--- src/rtl/seq_div16_if.sv ---
// Start/busy/done handshake and operand/result bus for the sequential divider.
interface seq_div16_if #(
   parameter int WIDTH = 16
);
   logic             start;
   logic [WIDTH-1:0] a;
   logic [WIDTH-1:0] b;
   logic [WIDTH-1:0] quotient;
   logic [WIDTH-1:0] remainder;
   logic             busy;
   logic             done;
   logic             divzero;

   modport master (
      output start, a, b,
      input  quotient, remainder, busy, done, divzero
   );

   modport slave (
      input  start, a, b,
      output quotient, remainder, busy, done, divzero
   );
endinterface

--- src/rtl/seq_div16.sv ---
// Iterative unsigned restoring divider: one quotient bit per clock,
// start/busy/done handshake, divide-by-zero flagged with a 1-cycle result.
module seq_div16 #(
   parameter int WIDTH = 16
) (
   input logic        clk,
   input logic        reset,
   seq_div16_if.slave dif
);
   localparam int CW = $clog2(WIDTH);

   typedef enum logic [1:0] {
      IDLE = 2'd0,
      RUN  = 2'd1,
      DONE = 2'd2
   } state_t;

   state_t           state_r, state_s;
   // After each restore the partial remainder is below the divisor, so its
   // stored form never needs the extra bit; only the shifted trial value does.
   logic [WIDTH-1:0] rem_r, rem_s;
   logic [WIDTH-1:0] wq_r, wq_s;
   logic [WIDTH-1:0] div_r, div_s;
   logic [CW-1:0]    cnt_r, cnt_s;
   logic [WIDTH-1:0] quotient_r, quotient_s;
   logic [WIDTH-1:0] remainder_r, remainder_s;
   logic             busy_r, busy_s;
   logic             done_r, done_s;
   logic             divzero_r, divzero_s;
   logic [WIDTH:0]   shift_s;
   logic [WIDTH:0]   trial_s;

   assign shift_s = {rem_r, wq_r[WIDTH-1]};
   assign trial_s = shift_s - {1'b0, div_r};

   assign dif.quotient  = quotient_r;
   assign dif.remainder = remainder_r;
   assign dif.busy      = busy_r;
   assign dif.done      = done_r;
   assign dif.divzero   = divzero_r;

   // State, working and result registers
   always_ff @(posedge clk or posedge reset) begin
      if (reset) begin
         state_r     <= IDLE;
         rem_r       <= {WIDTH{1'b0}};
         wq_r        <= {WIDTH{1'b0}};
         div_r       <= {WIDTH{1'b0}};
         cnt_r       <= {CW{1'b0}};
         quotient_r  <= {WIDTH{1'b0}};
         remainder_r <= {WIDTH{1'b0}};
         busy_r      <= 1'b0;
         done_r      <= 1'b0;
         divzero_r   <= 1'b0;
      end else begin
         state_r     <= state_s;
         rem_r       <= rem_s;
         wq_r        <= wq_s;
         div_r       <= div_s;
         cnt_r       <= cnt_s;
         quotient_r  <= quotient_s;
         remainder_r <= remainder_s;
         busy_r      <= busy_s;
         done_r      <= done_s;
         divzero_r   <= divzero_s;
      end
   end

   // Next-state, iteration step and result capture
   always_comb begin
      state_s     = state_r;
      rem_s       = rem_r;
      wq_s        = wq_r;
      div_s       = div_r;
      cnt_s       = cnt_r;
      quotient_s  = quotient_r;
      remainder_s = remainder_r;
      busy_s      = busy_r;
      done_s      = 1'b0;
      divzero_s   = divzero_r;

      case (state_r)
         IDLE, DONE: begin
            if (dif.start) begin
               if (dif.b != {WIDTH{1'b0}}) begin
                  state_s = RUN;
                  wq_s    = dif.a;
                  div_s   = dif.b;
                  rem_s   = {WIDTH{1'b0}};
                  cnt_s   = {CW{1'b0}};
                  busy_s  = 1'b1;
               end else begin
                  state_s     = DONE;
                  quotient_s  = {WIDTH{1'b1}};
                  remainder_s = dif.a;
                  divzero_s   = 1'b1;
                  done_s      = 1'b1;
               end
            end else begin
               state_s = IDLE;
            end
         end
         RUN: begin
            if (!trial_s[WIDTH]) begin
               rem_s = trial_s[WIDTH-1:0];
               wq_s  = {wq_r[WIDTH-2:0], 1'b1};
            end else begin
               rem_s = shift_s[WIDTH-1:0];
               wq_s  = {wq_r[WIDTH-2:0], 1'b0};
            end
            if (cnt_r == CW'(WIDTH - 1)) begin
               state_s     = DONE;
               cnt_s       = {CW{1'b0}};
               quotient_s  = wq_s;
               remainder_s = rem_s;
               divzero_s   = 1'b0;
               busy_s      = 1'b0;
               done_s      = 1'b1;
            end else begin
               cnt_s = cnt_r + CW'(1);
            end
         end
         default: begin
            state_s = IDLE;
            busy_s  = 1'b0;
         end
      endcase
   end
endmodule

--- src/flat_wrapper.sv ---
// flat-port wrapper written by rule: the top's interface ports become plain ports
module seq_div16_flat 
#(
   parameter int WIDTH = 16
)
  (clk, reset, dif_start, dif_a, dif_b, dif_quotient, dif_remainder, dif_busy, dif_done, dif_divzero);
  seq_div16_if #(.WIDTH(WIDTH)) dif_i ();
  input logic clk;
  input logic reset;
  input wire logic [$bits(dif_i.start)-1:0] dif_start;
  input wire logic [$bits(dif_i.a)-1:0] dif_a;
  input wire logic [$bits(dif_i.b)-1:0] dif_b;
  output wire logic [$bits(dif_i.quotient)-1:0] dif_quotient;
  output wire logic [$bits(dif_i.remainder)-1:0] dif_remainder;
  output wire logic [$bits(dif_i.busy)-1:0] dif_busy;
  output wire logic [$bits(dif_i.done)-1:0] dif_done;
  output wire logic [$bits(dif_i.divzero)-1:0] dif_divzero;
  assign dif_i.start = dif_start;
  assign dif_i.a = dif_a;
  assign dif_i.b = dif_b;
  assign dif_quotient = dif_i.quotient;
  assign dif_remainder = dif_i.remainder;
  assign dif_busy = dif_i.busy;
  assign dif_done = dif_i.done;
  assign dif_divzero = dif_i.divzero;
  seq_div16 #(.WIDTH(WIDTH)) u_core (.clk(clk), .reset(reset), .dif(dif_i));
endmodule
--- config.mk ---
export PLATFORM = sky130hd
export DESIGN_NAME = seq_div16_flat
export DESIGN_NICKNAME = d
export VERILOG_FILES = /design/src/rtl/seq_div16_if.sv /design/src/rtl/seq_div16.sv /design/src/flat_wrapper.sv
export SDC_FILE = /design/constraint.sdc
export NUM_CORES = 1
export LEC_CHECK = 0
export CORE_ASPECT_RATIO = 0.8
export CORE_MARGIN = 5
export CORE_UTILIZATION = 45
export CTS_CLUSTER_SIZE = 14
export DETAILED_ROUTE_END_ITERATION = 8
export PLACE_DENSITY = 0.68
export SYNTH_ARGS = -nofsm -noshare
export SYNTH_HDL_FRONTEND = slang
export SYNTH_SLANG_ARGS = --single-unit
--- constraint.sdc ---
create_clock -name clk -period 4 [get_ports clk]
set_input_delay 1.2 -clock clk [delete_from_list [all_inputs] [get_ports clk]]
set_output_delay 1.2 -clock clk [all_outputs]
set_load 0.01 [all_outputs]
* Word level (Yosys, flattened, before mapping) *
Cells that the tools add are included.

storage, ports and cells
  flip-flop bits (word level) = 89
  input bits = 35
  output and inout port bits = 35
  word-level logic and storage cells = 62

cells by class
  add/subtract/negate cells = 2
  eq/ne operators = 7
  multiplexer cells = 35
  reductions and logical operators = 8

operator list
  operator               number
  $mux W16               11
  $pmux W16 S2           4
  $sub A17 B16 Y17       1
  $reduce_bool A16 Y1    1
  $mux W4                3
  $mux W1                9
  $reduce_and A3 Y1      3
  $pmux W4 S2            1
  $mux W2                3
  $pmux W1 S2            3
  $add A4 B1 Y4 const B  1
  $eq A4 B4 Y1 const B   1
  $ne A2 B1 Y1 const B   2
  $ne A2 B2 Y1 const B   2
  $pmux W2 S2            1
  $reduce_and A4 Y1      1
  $eq A2 B1 Y1 const B   1
  $eq A2 B2 Y1 const B   1
  $logic_not A2 Y1       1
  $reduce_bool A2 Y1     1
  $reduce_or A2 Y1       1

* Depth between registers and ports, before layout *
Gate-level depths: netlist of the first run.

  depth in word-level cells = 4
  depth in mapped cells = 12
  mapped depth without buffers = 11

* Worst setup path before layout of the first run *
Ideal clock, no wire load.

  path type = input -> register
  from = input port dif_b[2]
  to = register u_core.remainder_r[8], in the netlist u_core.dif.remainder[8]
  setup time = 0.125 ns
  arrival = 2.587 ns
  data required time = 3.875 ns
  setup slack = 1.288 ns
  cell stages on the path = 5
  path buffers = 1
  cell sequence = nor4_1 > nand4_1 > a21oi_1 > clkbuf_1 > mux2_2

on the way
  longest elaborated chain between the ends = 3

ends and longest elaborated chain
  element                      line                source
  start: declaration           flat_wrapper.sv:12  input wire logic [$bits(dif_i.b)-1:0] dif_b;
  $reduce_bool A16 Y1          seq_div16.sv:85     if (dif.b != {WIDTH{1'b0}}) begin
  $ne A2 B2 Y1 (no line)       -
  $reduce_and A4 Y1 (no line)  -
  end signal: assignment       seq_div16.sv:51     remainder_r <= {WIDTH{1'b0}};
  end signal: assignment       seq_div16.sv:62     remainder_r <= remainder_s;
  end: declaration             seq_div16.sv:26     logic [WIDTH-1:0] remainder_r, remainder_s;

Every way passes these cells.
A chain may end at the register's enable or synchronous reset.

* Worst setup path in the final report of the first run *
  from = register u_core.wq_r[15]
  to = register u_core.rem_r[13]

on the way
  longest elaborated chain between the ends = 3

ends and longest elaborated chain
  element                   line              source
  start: declaration        seq_div16.sv:22   logic [WIDTH-1:0] wq_r, wq_s;
  start signal: assignment  seq_div16.sv:47   wq_r <= {WIDTH{1'b0}};
  start signal: assignment  seq_div16.sv:58   wq_r <= wq_s;
  $sub A17 B16 Y17          seq_div16.sv:34   assign trial_s = shift_s - {1'b0, div_r};
  $mux W16                  seq_div16.sv:104  if (!trial_s[WIDTH]) begin
  $pmux W16 S2              seq_div16.sv:82   case (state_r)
  end signal: assignment    seq_div16.sv:46   rem_r <= {WIDTH{1'b0}};
  end signal: assignment    seq_div16.sv:57   rem_r <= rem_s;
  end: declaration          seq_div16.sv:21   logic [WIDTH-1:0] rem_r, rem_s;

Every way passes these cells.

==> results of run 1 <==
[synth_stat cells, types with 2 or more instances]
library cell | n | area, um2
dfrtp_1 | 89 | 2230
nand2_1 | 87 | 327
nor2_1 | 42 | 158
o21ai_0 | 39 | 195
inv_1 | 27 | 101
a31oi_1 | 25 | 156
clkbuf_1 | 25 | 93.8
nand3_1 | 20 | 100
a21oi_1 | 19 | 95.1
ha_1 | 17 | 213
o22a_1 | 15 | 131
mux2i_1 | 7 | 70.1
nand4_1 | 7 | 43.8
xor2_1 | 7 | 61.3
a21o_1 | 6 | 45.0
xnor2_1 | 6 | 52.6
a22oi_1 | 5 | 37.5
and3_1 | 4 | 25.0
nor4_1 | 4 | 25.0
o211ai_1 | 4 | 30.0
o221ai_1 | 4 | 35.0
buf_2 | 3 | 15.0
nand2b_1 | 3 | 18.8
a21oi_2 | 2 | 17.5
a221oi_1 | 2 | 17.5
a222oi_1 | 2 | 20.0
a32oi_1 | 2 | 17.5
a41oi_1 | 2 | 17.5
and2_1 | 2 | 12.5
and4_1 | 2 | 17.5
o221ai_2 | 2 | 30.0
[area by class of cell]
cell class,instances,area share
Tap cell,140,0.0302
Multi-Input combinational cell,355,0.372
Clock buffer,9,0.0388
Clock inverter,7,0.0218
Timing Repair Buffer,79,0.136
Sequential cell,89,0.384
Inverter,27,0.0177
[where the power goes]
part | internal (mW) | switching [mW] | leakage (nW)
combinational | 1.26 | 1.77 | 1.28
sequential | 1.27 | 0.268 | 1.01
clock | 0.618 | 0.372 | 0.168
[metal layers]
layer	vias to the layer above	share of wire
met5	-	0
met4	0	0.0076
met3	7	0.058
met2	106	0.47
met1	1887	0.47
li1	1896	-
[worst max-delay path: cells and delay by family, from the launching register on]
kind                       cells  cell delay (ns)
adders and majority gates      2             0.61
AOI/OAI and AO/OA              4             0.80
DFF                            1             0.36
muxes                          1             0.36
buffers and inverters          2             0.20
and+or+nand+nor                2             0.70
[state kept, by name, indices dropped and copies added, names as in the netlist]
name                  count
u_core.dif.quotient      16
u_core.state_r            2
u_core.div_r             16
u_core.dif.done           1
u_core.dif.remainder     16
u_core.cnt_r              4
u_core.dif.busy           1
u_core.rem_r             16
u_core.wq_r              16
u_core.dif.divzero        1
[cells by family after synthesis]
| logic type | count (synthesis) |
|---|---|
| AOI/OAI and AO/OA | 140 |
| DFF | 89 |
| adders and majority gates | 18 |
| and+or+nand+nor | 175 |
| buffers and inverters | 58 |
| muxes | 9 |
| xor gates and xnor gates | 13 |
[stage by stage]
step | utilization | hold slack, ns
2_1_floorplan | - | 0.451
3_3_place_gp | 0.539 | 0.476
3_5_place_dp | 0.539 | 0.477
6_report | 0.574 | 0.489
4_1_cts | 0.574 | 0.492
5_1_grt | 0.574 | 0.508
[worst max path at each step]
stage / endpoint / start / slack [ns] / depth (start not counted)
after floorplan: u_core.cnt_r[0] / reset / 0.49 / 1
after global placement: u_core.rem_r[9] / dif_b[10] / 0.60 / 8
after detailed placement: u_core.dif.remainder[13] / dif_b[1] / 0.58 / 7
after CTS: u_core.rem_r[13] / u_core.wq_r[15] / 0.81 / 11
after global routing: u_core.dif.remainder[13] / u_core.wq_r[15] / 0.56 / 11
final: u_core.rem_r[13] / u_core.wq_r[15] / 0.82 / 11
==> results.sh, run 1 <==
export IMPL_period_needed_ns=3.18
export IMPL_regArea_um2=2230
export IMPL_n_antenna_cell=0
export IMPL_antenna_found_initial=0
export IMPL_ir_drop_v=0.000514
export IMPL_drt_iter0_drc=294
export IMPL_clockBufferDepth=2
export IMPL_endpoint_kind="flop"
export IMPL_pre_cts_ws_ns=0.576
export IMPL_syn_avg_cell_area_um2=9.17
export IMPL_synthCells=502
export IMPL_fp_dieH_um=100
export IMPL_met1_usage=0.269
export IMPL_multi_input_area_um2=2160
export IMPL_timing_final_crit_share=0.795
export IMPL_grt_start_max_net_pins=65
export IMPL_ctsResizeCount=0
export IMPL_grt_overflow=0
export IMPL_grt_busiest_layer="met2"
export IMPL_synth_area_um2=4600
export IMPL_dp_hpwl_mm=8.50
export IMPL_cts_tree="done"
export IMPL_fmax_mhz=314
export IMPL_synth_top_family_by_area="compound AO/OA/AOI/OAI gates"
export IMPL_rr_worst_depth=11
export IMPL_p_per_area_nw_per_um2=957
export IMPL_fin_cells=706
export IMPL_slew_headroom=0.381
export IMPL_syn_num_nets=555
export IMPL_wl_mm=11.7
export IMPL_final_cell_mix="89 x dfrtp_1, 87 x nand2_1, 69 x clkdlybuf4s50_1, 42 x nor2_1, 39 x o21ai_0"
export IMPL_slew_viol_final=0
export IMPL_antenna_left=0
export IMPL_wl_per_cell_um=16.6
export IMPL_drive_gt1_frac=0.0724
export IMPL_start_util=0.455
export IMPL_hold_violations=0
export IMPL_fillCellCount=901
export IMPL_cts_setup_buffers=0
export IMPL_yosys_area_share_xor_xnor=0.0247
export IMPL_setup_slack_ns=0.819
export IMPL_p_leak_nw=2.46
export IMPL_cp_data_arrival_time_ns=3.37
export IMPL_cts_buffers=9
export IMPL_whs_path_depth=1
export IMPL_port_buffers=69
export IMPL_synth_ff_type="dfrtp_1"
export IMPL_fp_coreArea_um2=10100
export IMPL_ys_warn_count=0
export IMPL_status="complete, no violations"
export IMPL_gp_congestion=0.920
export IMPL_rrSetupSlack_ns=0.82
export IMPL_worst_slew_pin_slew_ns=0.925
export IMPL_num_vias=3896
export IMPL_async_flop_share=1.00
export IMPL_drc=0
export IMPL_cts_hold_buf=0
export IMPL_p_total_mw=5.56
export IMPL_required_ns=4.19
export IMPL_synthToLayoutAreaGrowth_pct=26.1
export IMPL_gr_usage_met3=0.0539
export IMPL_synthMuxAreaShare=0.0209
export IMPL_gr_usage_met2=0.319
export IMPL_cts_max_level=3
export IMPL_drt_first_pass_iters=5
export IMPL_vias_per_cell=5.52
export IMPL_hold_path_class="reg -> reg"
export IMPL_finalSetupTns_ns=0
export IMPL_cp_slowest_cell="and2_1"
export IMPL_die_area_um2=12400
export IMPL_synth_compound_area_frac=0.206
export IMPL_crit_path_max_fanout=8
export IMPL_clkTransAtPathRegs_ns=0.07
export IMPL_seq_area_frac_synth=0.484
export IMPL_cts_root_buf="clkbuf_16"
export IMPL_fin_skew_ns=0.00563
export IMPL_num_rows=33
export IMPL_hp_start="u_core.dif.quotient[12]"
export IMPL_yosys_area_share_simple=0.163
export IMPL_grt_pass1_vias=3824
export IMPL_reg2reg_to="u_core.rem_r[13]"
export IMPL_final_area_um2=5800
export IMPL_max_stage_delay_ns=0.50
export IMPL_critPathKind="reg -> reg"
export IMPL_worstHoldEndpoint="u_core.dif.quotient[12]"
export IMPL_grt_pass1_wl_mm=19.2
export IMPL_placed_cells=690
export IMPL_synth_edf_count=0
export IMPL_post_dp_cell_area_um2=5450
export IMPL_worstPathCellList="inv_1 > ha_1 > inv_1 > fa_1 > a211oi_2 > o211ai_2 > and3_1 > o21ai_0 > and2_1 > mux2i_1 > o21ai_0"
export IMPL_clock_sinks=89
export IMPL_r2r_start="u_core.wq_r[15]"
export IMPL_layout_commonest_cell="dfrtp_1"
export IMPL_synth_adder_area_share=0.0506
export IMPL_grt_usage=0.197
export IMPL_nets=614
export IMPL_num_io_pins=70
export IMPL_synth_seq_cells=89
export IMPL_clk_insertion_delay_late_ns=0.34
export IMPL_rsz0062_at_grt="no"
export IMPL_finalSetupViolations=0
export IMPL_startpoint_type="flop"
export IMPL_dieWidth_um=123
export IMPL_cap_viol_max_count=0
export IMPL_synth_cell_type_count=52
No activity file was read; power rests on OpenSTA's default activity.
==> inputs of run 2 (changes only) <==
==> constraint.sdc (replaced) <==
create_clock -name clk -period 3.1 [get_ports clk]
set_input_delay 0.93 -clock clk [delete_from_list [all_inputs] [get_ports clk]]
set_output_delay 0.93 -clock clk [all_outputs]
set_load 0.01 [all_outputs]
==> results.sh, run 2 (same netlist as run 1, synthesis figures left out) <==
export IMPL_critPathKind="reg -> reg"
export IMPL_antenna_left=0
export IMPL_wl_mm=11.9
export IMPL_start_util=0.455
export IMPL_drt_first_pass_iters=5
export IMPL_n_antenna_cell=0
export IMPL_finalSetupViolations=0
export IMPL_synthToLayoutAreaGrowth_pct=27.3
export IMPL_num_io_pins=70
export IMPL_port_buffers=69
export IMPL_vias_per_cell=5.54
export IMPL_hold_violations=0
export IMPL_fmax_mhz=339
export IMPL_cts_max_level=3
export IMPL_r2r_start="u_core.wq_r[15]"
export IMPL_slew_headroom=0.619
export IMPL_status="complete, no violations"
export IMPL_grt_start_max_net_pins=50
export IMPL_reg2reg_to="u_core.dif.remainder[13]"
export IMPL_num_rows=33
export IMPL_p_per_area_nw_per_um2=1240
export IMPL_grt_usage=0.201
export IMPL_layout_commonest_cell="dfrtp_1"
export IMPL_cts_buffers=9
export IMPL_grt_pass1_vias=3850
export IMPL_final_cell_mix="89 x dfrtp_1, 87 x nand2_1, 69 x clkdlybuf4s50_1, 42 x nor2_1, 39 x o21ai_0"
export IMPL_whs_path_depth=1
export IMPL_cts_tree="done"
export IMPL_cts_root_buf="clkbuf_16"
export IMPL_worst_slew_pin_slew_ns=0.566
export IMPL_cts_setup_buffers=0
export IMPL_timing_final_crit_share=0.951
export IMPL_cap_viol_max_count=0
export IMPL_fp_dieH_um=100
export IMPL_wl_per_cell_um=16.7
export IMPL_fillCellCount=895
export IMPL_ctsResizeCount=0
export IMPL_drt_iter0_drc=419
export IMPL_final_util=0.579
export IMPL_p_total_mw=7.26
export IMPL_clockBufferDepth=2
export IMPL_hold_path_class="reg -> reg"
export IMPL_fp_coreArea_um2=10100
export IMPL_cts_hold_buf=0
export IMPL_grt_pass1_wl_mm=19.4
export IMPL_drc=0
export IMPL_cp_data_arrival_time_ns=3.18
export IMPL_slew_viol_final=0
export IMPL_placed_cells=698
export IMPL_period_needed_ns=2.95
export IMPL_num_vias=3954
export IMPL_die_area_um2=12400
export IMPL_dp_hpwl_mm=8.94
export IMPL_p_leak_nw=2.48
export IMPL_grt_overflow=0
export IMPL_clk_insertion_delay_late_ns=0.34
export IMPL_rr_worst_depth=12
export IMPL_required_ns=3.33
export IMPL_worstHoldEndpoint="u_core.dif.quotient[15]"
export IMPL_fin_cells=714
export IMPL_ir_drop_v=0.000548
export IMPL_hp_start="u_core.dif.quotient[15]"
export IMPL_gp_congestion=0.895
export IMPL_clock_sinks=89
export IMPL_rrSetupSlack_ns=0.15
export IMPL_nets=622
export IMPL_antenna_found_initial=0
export IMPL_startpoint_type="flop"
export IMPL_clkTransAtPathRegs_ns=0.07
export IMPL_crit_path_max_fanout=8
export IMPL_hold_ws_ns=0.488
export IMPL_rsz0062_at_grt="yes"
export IMPL_endpoint_kind="flop"
export IMPL_fin_skew_ns=0.0102
export IMPL_drive_gt1_frac=0.0871
export IMPL_dieWidth_um=123
run 2: how the worst max path moves through the flow:
stage,start,endpoint,cells after the start
after floorplan,u_core.wq_r[15],u_core.dif.remainder[0],12
after global placement,dif_b[1],u_core.dif.remainder[9],7
after detailed placement,dif_b[1],u_core.rem_r[9],8
after CTS,u_core.wq_r[15],u_core.dif.remainder[11],11
after global routing,u_core.wq_r[15],u_core.dif.remainder[11],12
final,u_core.wq_r[15],u_core.dif.remainder[13],12
run 2: where the power goes:
part	leakage, nW	internal (mW)	switching (mW)
clock network	0.147	0.656	0.468
logic	1.33	1.78	2.37
registers	1.01	1.64	0.337
total	2.48	4.08	3.18
run 2: per-layer routing:
metal	wire (um)	vias up	share of wire	GRT usage
met4	110	0	0.0092	0.0468
met1	5670	1938	0.48	0.291
li1	-	1918	-	-
met5	0	-	0	0
met3	579	9	0.049	0.0426
met2	5550	89	0.47	0.312
run 2: stage by stage:
step | setup TNS (ns) | worst slack, ns | cell area (um2)
floorplan | 0 | 0.409 | 4610
global placement | 0 | 0.0786 | 5540
detailed placement | 0 | 0.0813 | 5540
CTS | 0 | 0.123 | 5850
global route | -0.0982 | -0.0418 | 5860
finish | 0 | 0.151 | 5860
run 2: final cells by class:
cell class                 instances  area, um2  share of cell area
sequential                        89       2230               0.380
multi-input combinational        355       2160               0.369
timing repair buffer              87        876               0.150
clock buffer                      10        239              0.0408
tap                              140        175              0.0299
inverter                          27        105              0.0179
clock inverter                     6       73.8              0.0126
run 2: critical path, stage by stage (launching register included):
cell and delay, ns:
dfrtp_1 0.38, inv_1 0.07, ha_1 0.17, inv_1 0.06, fa_1 0.43, a211oi_2 0.28, o211ai_2 0.13, and3_1 0.17
or3_1 0.35, and2_1 0.20, buf_12 0.15, mux2i_1 0.15, a221oi_1 0.30
==> inputs of run 3 (changes only) <==
--- a/config.mk
+++ b/config.mk
@@ -10,7 +10,7 @@
 export CORE_UTILIZATION = 45
 export CTS_CLUSTER_SIZE = 14
 export DETAILED_ROUTE_END_ITERATION = 8
-export PLACE_DENSITY = 0.68
+export DONT_BUFFER_PORTS = 1
 export SYNTH_ARGS = -nofsm -noshare
 export SYNTH_HDL_FRONTEND = slang
 export SYNTH_SLANG_ARGS = --single-unit
==> constraint.sdc (replaced) <==
create_clock -name clk -period 3.1 [get_ports clk]
set_input_delay 0.93 -clock clk [delete_from_list [all_inputs] [get_ports clk]]
set_output_delay 0.93 -clock clk [all_outputs]
set_load 0.005 [all_outputs]
==> results.sh, run 3 (same netlist as run 1, synthesis figures left out) <==
export IMPL_status="complete, no violations"
export IMPL_cts_hold_buf=0
export IMPL_cts_max_level=3
export IMPL_num_rows=33
export IMPL_rsz0062_at_grt="no"
export IMPL_cts_tree="done"
export IMPL_wl_per_cell_um=17.9
export IMPL_p_leak_nw=2.18
export IMPL_endpoint_kind="flop"
export IMPL_fin_skew_ns=0.00751
export IMPL_p_per_area_nw_per_um2=1330
export IMPL_grt_usage=0.197
export IMPL_wl_mm=11.5
export IMPL_clockBufferDepth=2
export IMPL_grt_start_max_net_pins=65
export IMPL_n_antenna_cell=0
export IMPL_period_needed_ns=2.87
export IMPL_worst_slew_pin_slew_ns=0.600
export IMPL_ir_drop_v=0.000618
export IMPL_synthToLayoutAreaGrowth_pct=11.0
export IMPL_cts_buffers=9
export IMPL_fp_dieH_um=100
export IMPL_drive_gt1_frac=0.0858
export IMPL_die_area_um2=12400
export IMPL_nets=549
export IMPL_cap_viol_max_count=0
export IMPL_slew_headroom=0.600
export IMPL_grt_pass1_wl_mm=19.0
export IMPL_num_vias=3705
export IMPL_startpoint_type="flop"
export IMPL_grt_pass1_vias=3704
export IMPL_clk_insertion_delay_late_ns=0.34
export IMPL_critPathKind="reg -> reg"
export IMPL_fp_coreArea_um2=10100
export IMPL_clock_sinks=89
export IMPL_drt_iter0_drc=280
export IMPL_clkTransAtPathRegs_ns=0.06
export IMPL_drc=0
export IMPL_required_ns=3.35
export IMPL_fmax_mhz=348
export IMPL_port_buffers=0
export IMPL_final_cell_mix="89 x dfrtp_1, 87 x nand2_1, 42 x nor2_1, 39 x o21ai_0, 26 x inv_1"
export IMPL_vias_per_cell=5.78
export IMPL_antenna_left=0
export IMPL_hold_path_class="in -> async"
export IMPL_post_dp_cell_area_um2=4790
export IMPL_dp_hpwl_mm=8.28
export IMPL_num_io_pins=70
export IMPL_gp_congestion=0.869
export IMPL_slew_viol_final=0
export IMPL_crit_path_max_fanout=8
export IMPL_dieWidth_um=123
export IMPL_layout_commonest_cell="dfrtp_1"
export IMPL_finalSetupViolations=0
export IMPL_final_area_um2=5110
export IMPL_finalSetupTns_ns=0
export IMPL_hold_violations=0
export IMPL_cts_root_buf="clkbuf_16"
export IMPL_start_util=0.455
export IMPL_antenna_found_initial=0
export IMPL_grt_overflow=0
export IMPL_timing_final_crit_share=0.927
export IMPL_cp_data_arrival_time_ns=3.13
export IMPL_drt_first_pass_iters=4
run 3: cell count changes in the layout (fill, tap and decap cells not counted), sizes merged:
cell,previous run,this run
clkdlybuf4s50,69,0
buf,18,14
clkbuf,10,12
bufinv,1,2
clkinv,1,0
clkinvlp,3,2
inv,28,27
run 3: area by class of cell:
| type | count | area, um2 |
|---|---|---|
| Fill cell | 969 | 5010 |
| Clock buffer | 12 | 236 |
| Inverter | 27 | 105 |
| Tap cell | 140 | 175 |
| Timing Repair Buffer | 14 | 130 |
| Multi-Input combinational cell | 355 | 2160 |
| Clock inverter | 4 | 76.3 |
| Sequential cell | 89 | 2230 |
run 3: worst paths after layout:
check	startpoint	endpoint	slack, ns	cells after the start
setup / recovery	u_core.wq_r[15]	u_core.dif.remainder[0]	0.23	12
hold / removal	reset	u_core.dif.quotient[7]	0.42	1
max in group asynchronous	reset	u_core.div_r[15]	2.10	2
hold reg to reg	u_core.div_r[0]	u_core.div_r[0]	0.51	2
setup reg to reg	u_core.wq_r[15]	u_core.dif.remainder[0]	0.23	12
min in group clk	u_core.div_r[0]	u_core.div_r[0]	0.51	2
run 3: what timing repair did:
| action | 4_1_cts | 5_1_grt |
|---|---|---|
| setup endpoints to repair | 0 | 5 |
| buffers inserted | 0 | 0 |
| gates resized for setup | 0 | 1 |
| hold endpoints to repair | 0 | 0 |
run 3: power breakdown:
part / leakage, nW / switching (mW) / internal, mW
Combinational: 1.02 / 2.16 / 1.46
Sequential: 1.01 / 0.378 / 1.64
Clock: 0.147 / 0.450 / 0.710
run 3: routing by layer:
metal,GRT usage,part of all wire,up-vias
met5,0,0,-
met3,0.0741,0.083,13
li1,-,-,1767
met1,0.264,0.45,1825
met4,0.0579,0.014,0
met2,0.302,0.46,100
run 3: worst max-delay path, stage by stage, from the launching register on:
cell and delay (ns):
dfrtp_1 0.36, inv_1 0.09, ha_1 0.16, inv_1 0.05, fa_2 0.37, a211oi_2 0.28
o211ai_2 0.16, and3_1 0.18, or3_1 0.33, and2_1 0.17, buf_4 0.18, mux2_4 0.32
o221ai_2 0.14
run 3: per-stage QoR:
step | util | hold WS (ns) | setup WS (ns) | std cells | total power [mW]
4_1_cts | 0.505 | 0.421 | 0.186 | 641 | 6.82
5_1_grt | 0.505 | 0.432 | 0.00626 | 641 | 7.41
6_report | 0.505 | 0.421 | 0.227 | 641 | 6.80
3_5_place_dp | 0.474 | 0.479 | 0.192 | 625 | 5.62
2_1_floorplan | - | 0.451 | 0.409 | 502 | 4.75
3_3_place_gp | 0.474 | 0.471 | 0.278 | 625 | 5.57
